`config.mk`:
```
export PLATFORM = sky130hd
export DESIGN_NAME = multi_operand_adder_pipe
export DESIGN_NICKNAME = d
export VERILOG_FILES = /design/src/rtl/moa_pkg.sv /design/src/rtl/moa_add_level.sv /design/src/rtl/multi_operand_adder_pipe.sv
export SDC_FILE = /design/constraint.sdc
export NUM_CORES = 1
export LEC_CHECK = 0
export ABC_CLOCK_PERIOD_IN_PS = 3700
export BUFFER_PORTS_ARGS = -buffer_cell sky130_fd_sc_hd__buf_4
export CAP_MARGIN = 20
export CORE_MARGIN = 8
export CORE_UTILIZATION = 45
export CTS_CLUSTER_SIZE = 28
export DETAILED_ROUTE_END_ITERATION = 6
export GPL_TIMING_DRIVEN = 0
export PLACE_DENSITY = 0.68
export SYNTH_ARGS = -nofsm -noshare
export SYNTH_HDL_FRONTEND = slang
export SYNTH_SLANG_ARGS = --single-unit
```
`constraint.sdc`:
```
create_clock -name clk -period 3.7 [get_ports clk]
set_input_delay 0 -clock clk [delete_from_list [all_inputs] [get_ports clk]]
set_output_delay 0 -clock clk [all_outputs]
set_load 0.02 [all_outputs]
```
`src/rtl/moa_pkg.sv`:
```
// Shared constants and elaboration-time sizing helpers for the multi-operand adder.
// Used by moa_add_level and multi_operand_adder_pipe.
package moa_pkg;

  localparam int MOA_N_OPS        = 19;
  localparam int MOA_W_IN         = 6;
  localparam int MOA_STAGE_LEVELS = 2;

  function automatic int moa_clog2(input int v);
    int r = 0;
    while ((1 << r) < v) r++;
    return r;
  endfunction

  function automatic int moa_w_out(input int n_ops, input int w_in);
    return w_in + moa_clog2(n_ops);
  endfunction

  function automatic int moa_lat(input int n_ops, input int stage_levels);
    return (moa_clog2(n_ops) + stage_levels - 1) / stage_levels;
  endfunction

  // Element count remaining after `level` pairwise-reduction levels.
  function automatic int moa_cnt(input int n_ops, input int level);
    int c = n_ops;
    for (int i = 0; i < level; i++) c = (c + 1) / 2;
    return c;
  endfunction

endpackage

```
`src/rtl/moa_add_level.sv`:
```
// One combinational adder-tree level: pairwise unsigned adds, each result one bit wider.
// An odd trailing element is zero-extended and passed through.
module moa_add_level
  import moa_pkg::*;
#(
  parameter int N = 2,
  parameter int W = 1
) (
  input  logic [N*W-1:0]               ops,
  output logic [((N+1)/2)*(W+1)-1:0]   sums
);

  localparam int NP = N / 2;

  for (genvar i = 0; i < NP; i++) begin : g_pair
    assign sums[i*(W+1) +: W+1] = {1'b0, ops[2*i*W +: W]} + {1'b0, ops[(2*i+1)*W +: W]};
  end

  if (N % 2 == 1) begin : g_odd
    assign sums[NP*(W+1) +: W+1] = {1'b0, ops[(N-1)*W +: W]};
  end

endmodule

```
`src/rtl/multi_operand_adder_pipe.sv`:
```
// Pipelined N_OPS x W_IN unsigned summer with valid/ready and a global stall.
// Build with MOA_SAT_EN defined to saturate sum_lo on overflow; otherwise sum_lo wraps.
module multi_operand_adder_pipe
  import moa_pkg::*;
#(
  parameter int N_OPS        = MOA_N_OPS,
  parameter int W_IN         = MOA_W_IN,
  parameter int STAGE_LEVELS = MOA_STAGE_LEVELS
) (
  input  logic                               clk,
  input  logic                               reset,
  input  logic                               in_valid,
  output logic                               in_ready,
  input  logic [N_OPS*W_IN-1:0]              ops_in,
  output logic                               out_valid,
  input  logic                               out_ready,
  output logic [moa_w_out(N_OPS, W_IN)-1:0]  sum_full,
  output logic [W_IN-1:0]                    sum_lo,
  output logic                               ovf
);

  localparam int LEVELS = moa_clog2(N_OPS);
  localparam int W_OUT  = moa_w_out(N_OPS, W_IN);
  localparam int LAT    = moa_lat(N_OPS, STAGE_LEVELS);

  logic         adv;
  logic [LAT:1] vld_pipe;

  // Whole pipe moves together; bubbles are not squeezed out behind a stall.
  assign adv      = out_ready | ~out_valid;
  assign in_ready = adv;

  for (genvar l = 1; l <= LEVELS; l++) begin : g_lvl
    localparam int NI  = moa_cnt(N_OPS, l - 1);
    localparam int NO  = moa_cnt(N_OPS, l);
    localparam int WI  = W_IN + l - 1;
    localparam bit REG = (l % STAGE_LEVELS == 0) || (l == LEVELS);

    logic [NI*WI-1:0]     din;
    logic [NO*(WI+1)-1:0] sums;
    logic [NO*(WI+1)-1:0] q;

    if (l == 1) begin : g_src
      assign din = ops_in;
    end else begin : g_src
      assign din = g_lvl[l-1].q;
    end

    moa_add_level #(.N(NI), .W(WI)) u_add (
      .ops  (din),
      .sums (sums)
    );

    if (REG) begin : g_reg
      always_ff @(posedge clk) begin
        if (reset)    q <= '0;
        else if (adv) q <= sums;
      end
    end else begin : g_comb
      assign q = sums;
    end
  end

  always_ff @(posedge clk) begin
    if (reset) begin
      vld_pipe <= '0;
    end else if (adv) begin
      vld_pipe[1] <= in_valid;
      for (int s = 2; s <= LAT; s++) vld_pipe[s] <= vld_pipe[s-1];
    end
  end

  assign out_valid = vld_pipe[LAT];
  assign sum_full  = g_lvl[LEVELS].q;
  assign ovf       = |sum_full[W_OUT-1:W_IN];

`ifdef MOA_SAT_EN
  assign sum_lo = ovf ? {W_IN{1'b1}} : sum_full[W_IN-1:0];
`else
  assign sum_lo = sum_full[W_IN-1:0];
`endif

endmodule

```
==> flow_summary.json, run 1 <==
{
  "status": "completed",
  "path_buf_inv": 2,
  "slew_headroom_pct": 51.94,
  "wl_met3_um": 874,
  "cts_buffers": 9,
  "met1Wirelength_um": 6727,
  "clock_path_buffers": 2,
  "power.leakage_uw": 0.003936,
  "timing.rr.end": "g_lvl[4].q[9]",
  "root_buffer": "clkbuf_16",
  "fin_setup_tns_ns": 0,
  "post_drt_wl_per_cell_um": 14.67,
  "cts_tree": "done",
  "die_area_mm2": 0.01774,
  "arrival_ns": 3.54,
  "die_y_um": 133.2,
  "crit_path_end_kind": "flip-flop",
  "synth_edf_count": 0,
  "layout-drive-gt1-share_pct": 19.73,
  "antenna_found_initial": 0,
  "start_util_pct": 45.21,
  "ir_drop_v": 0.0004358,
  "diodes": 0,
  "dpl.hpwl_um": 12430,
  "top_layer": "met4",
  "drt-initial-drc-count": 285,
  "port_buffers": 137,
  "cp_cell_sequence": "inv_1 -> fa_1 -> inv_1 -> fa_1 -> ha_1 -> fa_1 -> a211oi_1 -> o21bai_1 -> a21oi_1 -> o21ai_0 -> a32o_1",
  "period_share_pct": 89.40,
  "wl_met2_um": 7623,
  "final_common_cell": "inv_1",
  "route.antenna.remaining_nets": 0,
  "path_common_cell": "fa_1",
  "rrSetupSlack_ns": 0.39,
  "drc": 0,
  "gp_congestion": 0.8388,
  "wl_um": 15580,
  "grt.total_usage_pct": 18.17,
  "synth_warnings": 0,
  "pin_count": 138,
  "crit_fanout": 3,
  "avgSynthCellArea_um2": 8.487,
  "ys_ff_latch": 72,
  "max_stage_delay_ns": 0.52,
  "grt_pass1_wl_um": 26320,
  "layout_common_cells": "165 x inv_1, 143 x buf_4, 91 x nand2_1",
  "fmax_mhz": 302.3,
  "synthArstFlopShare_pct": 0,
  "start_kind": "flip-flop",
  "rr_startpoint": "g_lvl[2].q[1]",
  "rr_worst_depth": 11,
  "setup_viol": 0,
  "area.growth.synth_to_final_pct": 25.66,
  "ys.flop_type": "dfxtp_1",
  "hold_viol_final": 0,
  "synth_nets": 968,
  "worstMarginPinSlew_ns": 0.7209,
  "path_clk_slew_ns": 0.06,
  "final_nets": 1117,
  "grt_pass1_vias": 5635,
  "crit_family": "adder cells",
  "fin_skew_ns": 0.009140,
  "hold_end": "g_lvl[2].q[24]",
  "worstPathRequired_ns": 3.94,
  "slew_viol_final": 0,
  "rsz0062_at_grt": "no",
  "clock_latency_ns": 0.34,
  "htree_levels": 3,
  "hp-class": "in2reg",
  "maxCapViolCount": 0,
  "synthCells": 728,
  "fin_crit_ns": 3.308,
  "grt_overflow": 0,
  "core_mm2": 0.01367,
  "crit_path_top_delay_cell": "fa_1",
  "post_cts_buffers": 0,
  "whs_path_depth": 4,
  "yosysSeqAreaShare_pct": 23.33,
  "drt_pre_antenna_iters": 6,
  "via_per_inst": 5.059,
  "powerDensity_mw_per_mm2": 604.9,
  "hold_start": "ops_in[90]",
  "grt_max_degree": 14,
  "whs_ns": 0.06415,
  "synth_cell_types": 48,
  "syn-cell-area_mm2": 0.006178,
  "dr_total_vias": 5373,
  "rows": 43,
  "die_w_um": 133.2,
  "worstSetupPathType": "reg2reg",
  "cts.sinks": 72
}
worst register-to-register path, stage by stage, from the launching register on:
cell and delay [ns]:
dfxtp_1 0.33, inv_1 0.06, fa_1 0.52, inv_1 0.05, fa_1 0.45, ha_1 0.25
fa_1 0.43, a211oi_1 0.30, o21bai_1 0.13, a21oi_1 0.34, o21ai_0 0.14, a32o_1 0.21
cells in the mapped netlist, types with 4 or more instances:
master | count | area share, %
a211oi_1 | 11 | 1.3
a21boi_0 | 4 | 0.49
a21o_1 | 10 | 1.2
a21oi_1 | 59 | 4.8
a221oi_1 | 4 | 0.57
a311o_1 | 5 | 0.81
buf_1 | 6 | 0.36
buf_2 | 12 | 0.97
buf_4 | 6 | 0.73
clkbuf_1 | 8 | 0.49
dfxtp_1 | 72 | 23
fa_1 | 72 | 23
ha_1 | 50 | 10
inv_1 | 165 | 10
mux2i_1 | 7 | 1.1
nand2_1 | 91 | 5.5
nand3_1 | 5 | 0.40
nand4b_1 | 5 | 0.71
nor2_1 | 30 | 1.8
nor2b_1 | 12 | 1.2
nor3_1 | 12 | 0.97
nor4b_1 | 7 | 0.99
o21ai_0 | 18 | 1.5
or3_1 | 6 | 0.61
xnor2_1 | 11 | 1.6
metal layers:
metal  GRT usage, %  vias up
li1               -     2625
met1          21.91     2552
met2          31.97      167
met3          3.577       29
met4          5.490        0
met5              0        -
flip-flops by register name, indices dropped and copies added (netlist names):
signal    count
g_lvl.q      58
vld_pipe      3
sum_full     11
cells by family after synthesis:
family | count (synthesis) | share of synthesized area [%]
muxes | 7 | 1.134
DFF | 72 | 23.33
xor gates and xnor gates | 12 | 1.701
and+or+nand+nor | 179 | 13.51
AOI/OAI and AO/OA | 137 | 14.18
buffers and inverters | 199 | 12.70
adders and majority gates | 122 | 33.45
report_power, final:
group	total [uW]	leakage [uW]	switching, uW	internal [uW]
registers	1110	0.000597	127	988
logic	2630	0.00319	1410	1230
clock network	950	0.000149	355	594
total	4700	0.00394	1890	2810
how the worst max path moves through the flow:
stage,depth (start not counted),to,slack (ns),start
6_report,11,g_lvl[4].q[9],0.39,g_lvl[2].q[1]
5_1_grt,11,g_lvl[4].q[9],0.28,g_lvl[2].q[1]
4_1_cts,11,g_lvl[4].q[9],0.45,g_lvl[2].q[1]
3_5_place_dp,11,g_lvl[4].q[9],0.46,g_lvl[2].q[1]
3_3_place_gp,11,g_lvl[4].q[9],0.46,g_lvl[2].q[1]
2_1_floorplan,11,g_lvl[4].q[9],0.76,g_lvl[2].q[1]
what timing repair did:
item | CTS | global route
hold buffers | 1 | 0
gates resized for setup | 0 | 0
hold endpoints to repair | 1 | 0
metrics by stage:
step                      cells  power, uW  cell area (um2)  setup WS [ns]  util [%]
after floorplan             728       3050             6178         0.7588         -
after global placement     1045       3677             7432         0.4551     54.39
after detailed placement   1045       3731             7432         0.4614     54.39
after CTS                  1062       4706             7764         0.4524     56.81
after global routing       1062       5146             7764         0.2830     56.81
final                      1062       4696             7764         0.3922     56.81
layout make-up:
cell class	instances	area, um2
buffer	32	157.7
clock inverter	6	92.59
clock buffer	10	229.0
timing repair buffer	138	1039
tap	180	225.2
fill	1293	5902
sequential	72	1441
inverter	167	626.9
multi-input combinational	457	3953
Power figures use the tool's default switching activity.
==> inputs of run 2 (changes only) <==
--- a/config.mk
+++ b/config.mk
@@ -11,4 +11,5 @@
 export CORE_MARGIN = 8
 export CORE_UTILIZATION = 45
+export CTS_BUF_LIST = sky130_fd_sc_hd__clkbuf_8
 export CTS_CLUSTER_SIZE = 28
 export DETAILED_ROUTE_END_ITERATION = 6
==> constraint.sdc (replaced) <==
create_clock -name clk -period 3.7 [get_ports clk]
set_input_delay 0.37 -clock clk [delete_from_list [all_inputs] [get_ports clk]]
set_output_delay 0.37 -clock clk [all_outputs]
set_load 0.02 [all_outputs]
==> run 2 against run 1 <==
Effect of this change:
- sequential share of layout area rose by 0.27 points
- fmax rose by 1.4%
- setup slack improved by 0.044 ns
- non-clock buffer count fell by 1
- combinational power barely moved
- clock skew rose by 0.00053 ns
- first-iteration DRC count rose by 15%
- sequential cell count did not move
- worst hold slack improved by 0.20 ns
- global-route usage barely moved
- utilization fell by 0.81 points
- cell count barely moved
- critical path type unchanged
- critical endpoint unchanged
- highest routed layer unchanged
==> flow_summary.json, run 2 (synthesized netlist as in run 1, its figures left out) <==
{
  "fin_crit_ns": 3.263,
  "cts.sinks": 72,
  "drc": 0,
  "timing.rr.end": "g_lvl[4].q[9]",
  "final_common_cell": "inv_1",
  "fin_setup_tns_ns": 0,
  "die_y_um": 133.2,
  "hold_buffers": 0,
  "fin_ws_ns": 0.4365,
  "place_area_mm2": 0.007432,
  "grt_pass1_vias": 5627,
  "fin_skew_ns": 0.009672,
  "finish.instance_area_mm2": 0.007652,
  "clock_latency_ns": 0.36,
  "start_util_pct": 45.21,
  "cts_buffers": 9,
  "worstMarginPinSlew_ns": 0.6991,
  "worstSetupPathType": "reg2reg",
  "slew_viol_final": 0,
  "hold_end": "vld_pipe[1]",
  "drt_pre_antenna_iters": 6,
  "maxCapViolCount": 0,
  "top_register": "g_lvl.q",
  "path_buf_inv": 2,
  "layout_common_cells": "166 x inv_1, 143 x buf_4, 91 x nand2_1",
  "whs_path_depth": 3,
  "rows": 43,
  "start_kind": "flip-flop",
  "status": "completed",
  "rrSetupSlack_ns": 0.44,
  "pre_cts_ws_ns": 0.4614,
  "hp-class": "in2reg",
  "grt.total_usage_pct": 18.17,
  "rr_startpoint": "g_lvl[2].q[1]",
  "powerDensity_mw_per_mm2": 579.8,
  "largest_reg_flops": 58,
  "port_buffers": 137,
  "fmax_mhz": 306.4,
  "worstPathRequired_ns": 3.96,
  "root_buffer": "clkbuf_8",
  "rr_worst_depth": 11,
  "crit_path_top_delay_cell": "fa_1",
  "die_w_um": 133.2,
  "setup_viol": 0,
  "die_area_mm2": 0.01774,
  "antenna_found_initial": 0,
  "hold_viol_final": 0,
  "regArea_mm2": 0.001441,
  "gp_congestion": 0.8388,
  "clock_path_buffers": 2,
  "post_cts_buffers": 0,
  "hold_start": "in_valid",
  "fillCellCount": 1295,
  "cts_resized": 0,
  "slew_headroom_pct": 53.39,
  "grt_overflow": 0,
  "crit_path_end_kind": "flip-flop",
  "dpl.hpwl_um": 12430,
  "wl_um": 15450,
  "cp_cell_sequence": "inv_1 -> fa_1 -> inv_1 -> fa_1 -> ha_1 -> fa_1 -> a211oi_1 -> o21bai_1 -> a21oi_1 -> o21ai_0 -> a32o_1",
  "grt_pass1_wl_um": 26280,
  "multi_input_area_mm2": 0.003953,
  "route.antenna.remaining_nets": 0,
  "crit_fanout": 3,
  "max_stage_delay_ns": 0.52,
  "rsz0062_at_grt": "no",
  "area.growth.synth_to_final_pct": 23.86,
  "dr_total_vias": 5342,
  "arrival_ns": 3.52,
  "post_drt_wl_per_cell_um": 14.57,
  "via_per_inst": 5.035,
  "core_mm2": 0.01367,
  "htree_levels": 3,
  "drt-initial-drc-count": 329,
  "period_share_pct": 88.20,
  "pin_count": 138,
  "diodes": 0,
  "crit_family": "adder cells",
  "ir_drop_v": 0.0003340,
  "path_clk_slew_ns": 0.08,
  "power.leakage_uw": 0.003890,
  "final_nets": 1116,
  "cts_tree": "done",
  "path_common_cell": "fa_1",
  "grt_max_degree": 14,
  "layout-drive-gt1-share_pct": 19.75
}
run 2: changes by cell type in the layout (fill, tap and decap cells not counted):
cell,delta
clkbuf_16,-9
dlygate4sd3_1,-1
clkbuf_8,+9
inv_1,+1
clkbuf_1,-1
run 2: worst reg2reg max path, stage by stage (launching register included):
cell and delay (ns):
dfxtp_1 0.34, inv_1 0.06, fa_1 0.52, inv_1 0.05
fa_1 0.45, ha_1 0.24, fa_1 0.43, a211oi_1 0.29
o21bai_1 0.13, a21oi_1 0.31, o21ai_0 0.13, a32o_1 0.21
run 2: layout make-up:
cell class | instances | area share (%)
tap | 180 | 2.943
clock buffer | 9 | 1.619
buffer | 32 | 2.060
timing repair buffer | 137 | 13.44
inverter | 167 | 8.192
sequential | 72 | 18.84
clock inverter | 7 | 1.259
multi-input combinational | 457 | 51.65
run 2: power breakdown:
part	internal (uW)	leakage (uW)	switching, uW
Clock	381	0.000107	330
Sequential	986	0.000597	125
Combinational	1220	0.00319	1390
run 2: worst max-delay path by stage:
stage,startpoint,to,depth (start not counted),slack (ns)
2_1_floorplan,g_lvl[2].q[1],g_lvl[4].q[9],11,0.76
3_3_place_gp,g_lvl[2].q[1],g_lvl[4].q[9],11,0.46
3_5_place_dp,g_lvl[2].q[1],g_lvl[4].q[9],11,0.46
4_1_cts,g_lvl[2].q[1],g_lvl[4].q[9],11,0.45
5_1_grt,g_lvl[2].q[1],g_lvl[4].q[9],11,0.28
6_report,g_lvl[2].q[1],g_lvl[4].q[9],11,0.44
run 2: stage by stage:
step	hold slack (ns)	utilization (%)	power (uW)	std cells
6_report	0.2593	56.00	4437	1061
5_1_grt	0.2733	56.00	4902	1061
4_1_cts	0.2498	56.00	4456	1061
3_5_place_dp	0.4443	54.39	3731	1045
3_3_place_gp	0.4404	54.39	3677	1045
2_1_floorplan	0.4319	-	3050	728
run 2: per-layer routing:
metal / global-route usage (%) / up-vias / part of all wire [%]
li1: - / 2617 / -
met5: 0 / - / 0
met4: 4.616 / 0 / 1.6
met2: 32.02 / 166 / 49
met3: 3.840 / 21 / 6.9
met1: 22.05 / 2538 / 42
